### src/rtl/rr_decode_arbiter.sv
// Four-way round-robin arbiter driving a shared 2-to-4 decoder.
// The owner is published both as a binary select (gnt_id_o) and as its
// registered one-hot decode (gnt_o). A grant ends when the owner asserts
// done, drops its request, or reaches the hold limit. An idle cycle
// always separates two grants.
//
// state | meaning
// ------+-----------------------------------------------------------
// IDLE  | no owner; arbitrate req_i from ptr_q on the next edge
// GRANT | gnt_id_q owns the resource; count hold cycles, watch exits
module rr_decode_arbiter #(
   // Longest grant in cycles; legal range 2..15.
   parameter int unsigned MAX_HOLD = 8
) (
   input  logic       clk_i,
   input  logic       rst_n_i,
   input  logic [3:0] req_i,
   input  logic       done_i,
   output logic [3:0] gnt_o,
   output logic [1:0] gnt_id_o,
   output logic       gnt_valid_o,
   output logic       timeout_o
);

   localparam logic       IDLE      = 1'b0;
   localparam logic       GRANT     = 1'b1;
   localparam logic [3:0] HOLD_LAST = 4'(MAX_HOLD - 1);

   logic       state_q,   state_d;
   logic [1:0] ptr_q,     ptr_d;
   logic [1:0] gnt_id_q,  gnt_id_d;
   logic [3:0] gnt_q,     gnt_d;
   logic [3:0] hold_q,    hold_d;
   logic       timeout_q, timeout_d;

   logic [1:0] pick_id;
   logic [1:0] cand_id;
   logic       owner_req;
   logic       hold_limit;
   logic       grant_exit;

   // Rotating priority search: walk from ptr_q+3 down to ptr_q so the
   // closest set request (lowest offset from ptr_q) is the last writer.
   always_comb begin
      pick_id = ptr_q;
      cand_id = ptr_q;
      for (int i = 3; i >= 0; i--) begin
         cand_id = ptr_q + 2'(i);
         if (req_i[cand_id]) begin
            pick_id = cand_id;
         end
      end
   end

   assign owner_req  = req_i[gnt_id_q];
   assign hold_limit = (hold_q == HOLD_LAST);
   assign grant_exit = done_i | ~owner_req | hold_limit;

   // Next-state logic for the two-state grant FSM and its side registers.
   always_comb begin
      state_d   = state_q;
      ptr_d     = ptr_q;
      gnt_id_d  = gnt_id_q;
      hold_d    = hold_q;
      timeout_d = 1'b0;
      case (state_q)
         IDLE: begin
            if (req_i != 4'b0000) begin
               state_d  = GRANT;
               gnt_id_d = pick_id;
               hold_d   = 4'd0;
            end
         end
         GRANT: begin
            if (grant_exit) begin
               state_d   = IDLE;
               ptr_d     = gnt_id_q + 2'd1;
               hold_d    = 4'd0;
               // Flag only limit-forced exits; a voluntary release wins.
               timeout_d = hold_limit & ~done_i & owner_req;
            end else if (hold_q != 4'hF) begin
               hold_d = hold_q + 4'd1;
            end
         end
         default: state_d = IDLE;
      endcase
      gnt_d = (state_d == GRANT) ? (4'b0001 << gnt_id_d) : 4'b0000;
   end

   // State, pointer, owner and decoded grant registers; reset clears all.
   always_ff @(posedge clk_i or negedge rst_n_i) begin
      if (!rst_n_i) begin
         state_q   <= IDLE;
         ptr_q     <= 2'd0;
         gnt_id_q  <= 2'd0;
         gnt_q     <= 4'b0000;
         hold_q    <= 4'd0;
         timeout_q <= 1'b0;
      end else begin
         state_q   <= state_d;
         ptr_q     <= ptr_d;
         gnt_id_q  <= gnt_id_d;
         gnt_q     <= gnt_d;
         hold_q    <= hold_d;
         timeout_q <= timeout_d;
      end
   end

   assign gnt_o       = gnt_q;
   assign gnt_id_o    = gnt_id_q;
   assign gnt_valid_o = state_q;
   assign timeout_o   = timeout_q;

endmodule

### config.mk
export PLATFORM = sky130hd
export DESIGN_NAME = rr_decode_arbiter
export DESIGN_NICKNAME = d
export VERILOG_FILES = /design/src/rtl/rr_decode_arbiter.sv
export SDC_FILE = /design/constraint.sdc
export NUM_CORES = 1
export LEC_CHECK = 0
export ABC_AREA = 1
export BUFFER_PORTS_ARGS = -buffer_cell sky130_fd_sc_hd__clkbuf_2
export CORE_AREA = 2 2 57 59
export DETAILED_ROUTE_END_ITERATION = 8
export DIE_AREA = 0 0 59 61
export GPL_ROUTABILITY_DRIVEN = 0
export PLACE_DENSITY_LB_ADDON = 0.2
export REMOVE_ABC_BUFFERS = 1
export SYNTH_ARGS = -nofsm -noshare
export SYNTH_HDL_FRONTEND = slang
export SYNTH_SLANG_ARGS = --single-unit
### constraint.sdc
create_clock -name clk_i -period 1.6 [get_ports clk_i]
set_input_delay 0.16 -clock clk_i [delete_from_list [all_inputs] [get_ports clk_i]]
set_output_delay 0.16 -clock clk_i [all_outputs]
set_load 0.005 [all_outputs]
==> results by stage <==
Setup path:
- The worst setup path is captured at a flip-flop.
- The nature of the critical path startpoint is a flip-flop.
- The critical-path maximum fanout is 6.
- The data required time of the critical path is 1.81 ns.
- The destination of the worst register-to-register timing path is gnt_o[0].
- The origin of the critical flop-to-flop path is ptr_q[0].
- The critical path is of the reg -> reg type.
- Data on the critical path arrives at its endpoint at 1.71 ns.
- For flop-to-flop paths, the worst setup slack is 0.11 ns.
- The worst register-to-register path has a depth of 13.

Timing:
- Clock skew on the completed layout was measured at 0.002799 ns.
- The final-report hold violation count is 0.
- The total count of max-transition violations in the final report is 0.
- For the pin with the worst max-slew slack, the measured transition is 0.3519 ns.
- In the finished design, the share of the clock period the worst path needs comes to 0.9340.
- The worst pin sits at a relative slew slack of 0.7654.
- Setup violations remaining at the end of the flow were counted as 0.
- Setup repair after global routing could not meet its margin everywhere.
- After layout, the minimum clock period comes to 1.494 ns.
- The final worst slack is 0.1056 ns.
- The maximum achievable frequency is 669.2 MHz.

Clock tree:
- In this run the number of H-tree levels came out at 1.
- The sink count of the clock tree is 14.
- After clock tree synthesis, the clock-pin slew on the worst setup and hold paths is 0.08 ns.
- The cell at the root of the clock tree is sky130_fd_sc_hd__clkbuf_4.
- The maximum clock insertion buffer count is 2.
- TritonCTS built the clock tree.
- In this run, CTS created clock tree buffers numbering 3.
- The later-pin clock latency in the skew report is 0.27 ns.

Synthesis:
- The number of warning messages in the yosys log is 0.
- Of the total synthesized cell area, the portion taken by full adders, half adders and majority gates is 0.01475.
- The number of enable flip-flop cells after synthesis is 0.
- The area fraction in compound gates after synthesis came to 0.09587.
- The most common cell in the synthesized netlist is sky130_fd_sc_hd__nand2_1.
- The dominant combinational cell family by area after synthesis is simple AND/OR/NAND/NOR gates.
- The largest total area in the synthesized netlist belongs to sky130_fd_sc_hd__dfrtp_1.
- Counting flops with an async set or reset pin after synthesis yields a share of 1.000.
- Counting instances in the post-synthesis netlist gives the leading cell types as sky130_fd_sc_hd__nand2_1 (43), sky130_fd_sc_hd__inv_1 (17), sky130_fd_sc_hd__dfrtp_1 (14).
- The average size of a mapped cell is 7.069 sq um.
- The count of different cell masters after synthesis is 21.
- Synthesis inferred 14 register bits.
- The flip-flop cell with the highest count after synthesis is sky130_fd_sc_hd__dfrtp_1.
- Of the total synthesized cell area, the portion taken by XOR and XNOR cells is 0.01032.
- The share of the Yosys chip area taken by registers is 0.4130.
- The simple-gate portion of the synthesized area is 0.3584.
- Yosys attributes the largest share of cell area to sky130_fd_sc_hd__dfrtp_1 (41%), sky130_fd_sc_hd__nand2_1 (19%), sky130_fd_sc_hd__inv_1 (7.5%).
- The number of standard cells after synthesis is 120.
- The fraction of synthesized cell area taken by the top area cell type is 0.4130.
- The multiplexer area fraction after synthesis is 0.
- Summing every instance area after synthesis gives 848.3 sq um.

Routing:
- Before antenna repair, the detailed router went through 4 iterations.
- The number of DRC markers in iteration 0 is 30.
- Once detail routing completed, the nets flagged for antenna violations numbered 0.
- The DRC violations left is 0.
- The via density per instance is 4.571.
- The wire length per cell is 10.22 um.
- The routed design has 1789 um of wire.
- The overall via count from detail_route is 800.

GRT:
- The number of antenna violations at the first check in global routing is 0.
- In the global route stage, overall resource usage came out at 0.1188.
- The via count of the first global-routing pass is 732.
- Global routing finished with a remaining overflow of 0.
- The wire length of the first global-routing pass is 3229 um.
- The largest net degree at the start of global routing is 15.

Place:
- Once detailed placement completed, the half-perimeter wirelength came to 1367 um.
- Once placement finished, the instance area stood at 955.9 sq um.
- At the placement stage, the worst setup path has a slack of 0.05118 ns.
- The count of input and output buffers is 14.

Min path:
- The number of instances on the worst hold path is 4.
- The start point of the worst hold path is done_i.
- The worst hold path terminates at timeout_o.
- The worst hold path belongs to the class in -> reg.

Die:
- The die extent in x is 59 um.
- In this run the core area contains 20 standard-cell rows.
- From bottom edge to top edge, the die measures 61 um.
- In this run the count of I/O pins placed on the die edge is 15.
- The core outline area is 2953 sq um.
- The initial utilization of the core area, before any placement, comes to 0.2873.
- The die covers 3599 sq um.

Power and ir drop:
- Summed over all cells, the static leakage comes to 0.5745 nW.
- Power spread over the standard cell area amounts to 1936 nW/um^2.
- Across the VDD grid, the largest voltage drop is 0.6911 mV.

Finish:
- Of the cells placed in the final design, the portion with a size suffix greater than 1 is 0.3239.
- After routing the design area is 1072 sq um.
- The layout-stage area growth over the synthesis result is 26.40%.
- For this run, the post-layout net count is 151.
- The number of antenna diodes in the final layout is 0.

Flow run:
- The tool flagged a number of max-cap violations equal to 0.

Run status:
- The run finished with clean final reports.
## through the flow
step	TNS (ns)	utilization	hold WS, ns	power, mW	std cells
final	0	0.3631	0.1698	2.076	175
after global routing	-0.1264	0.3631	0.1777	2.328	175
after CTS	0	0.3394	0.1610	1.898	172
after detailed placement	0	0.3237	0.08845	1.632	167
after global placement	0	0.3237	0.08817	1.632	167
after floorplan	0	-	-0.1356	1.358	119
## cells in the final DEF, fill, tap and decap left out, types with 4 or more instances in the layout
cell | synthesis | layout
sky130_fd_sc_hd__nor2_1 | 7 | 4
sky130_fd_sc_hd__inv_1 | 17 | 17
sky130_fd_sc_hd__dfrtp_1 | 14 | 12
sky130_fd_sc_hd__nand3_1 | 11 | 10
sky130_fd_sc_hd__nand2_2 | 3 | 8
sky130_fd_sc_hd__o21ai_0 | 4 | 4
sky130_fd_sc_hd__nand2_1 | 43 | 38
sky130_fd_sc_hd__clkbuf_2 | 0 | 14
## metal layers
layer	vias to the layer above	global-route usage	wire length, um
met4	0	0.01948	9
met3	2	0.04478	88
li1	418	-	-
met1	364	0.1717	938
met2	16	0.1714	752
met5	-	0	0
## logic make-up (layout without fill, tap and decap cells)
logic type / Yosys count / after routing
compound gates: 13 / 13
xor+xnor: 1 / 1
fa+ha+maj: 1 / 1
buf+inv: 21 / 43
flops: 14 / 14
simple gates: 70 / 70
## state kept, by name, indices dropped and copies added (netlist names)
| name | cells |
|---|---|
| gnt_valid_o | 1 |
| hold_q | 4 |
| timeout_o | 1 |
| gnt_o | 4 |
| gnt_id_o | 2 |
| ptr_q | 2 |
## critical path, stage by stage, from the launching register on
cell and delay [ns]:
sky130_fd_sc_hd__dfrtp_2 0.46, sky130_fd_sc_hd__buf_6 0.15, sky130_fd_sc_hd__nand2_2 0.05, sky130_fd_sc_hd__o21ai_2 0.07, sky130_fd_sc_hd__nand2_1 0.08, sky130_fd_sc_hd__nand2_1 0.07
sky130_fd_sc_hd__nand2_1 0.05, sky130_fd_sc_hd__nand2_1 0.07, sky130_fd_sc_hd__nand2_1 0.05, sky130_fd_sc_hd__nand2_1 0.06, sky130_fd_sc_hd__nand3_2 0.07, sky130_fd_sc_hd__nand2_2 0.10
sky130_fd_sc_hd__nand2_2 0.06, sky130_fd_sc_hd__nor2_2 0.08
## layout make-up
| cell class | count | area (sq um) |
|---|---|---|
| clock buffers | 4 | 36.28 |
| multi-input cells | 85 | 447.9 |
| inverters | 20 | 80.08 |
| well taps | 33 | 41.29 |
| fillers | 319 | 1881 |
| repair buffers | 19 | 113.9 |
| flip-flops and latches | 14 | 352.8 |
## power breakdown
part	internal (mW)	switching [mW]
clock network	0.138	0.108
logic	0.490	0.727
registers	0.476	0.136
## how the worst max path moves through the flow
stage               startpoint  endpoint  slack (ns)  depth (start not counted)
finish                ptr_q[0]  gnt_o[0]        0.11                         13
detailed placement    ptr_q[0]  gnt_o[0]        0.05                         12
CTS                   ptr_q[0]  gnt_o[0]        0.01                         12
global route          ptr_q[0]  gnt_o[0]       -0.05                         13
floorplan             ptr_q[0]  gnt_o[0]        0.23                         13
global placement      ptr_q[0]  gnt_o[2]        0.06                         12
## timing repair
action	CTS	global route
setup buffers	0	3
hold buffers	1	0
endpoints found under the hold margin	14	0
setup endpoints to repair	0	10
gates resized for setup	0	17
No activity file was read; power rests on OpenSTA's default activity.
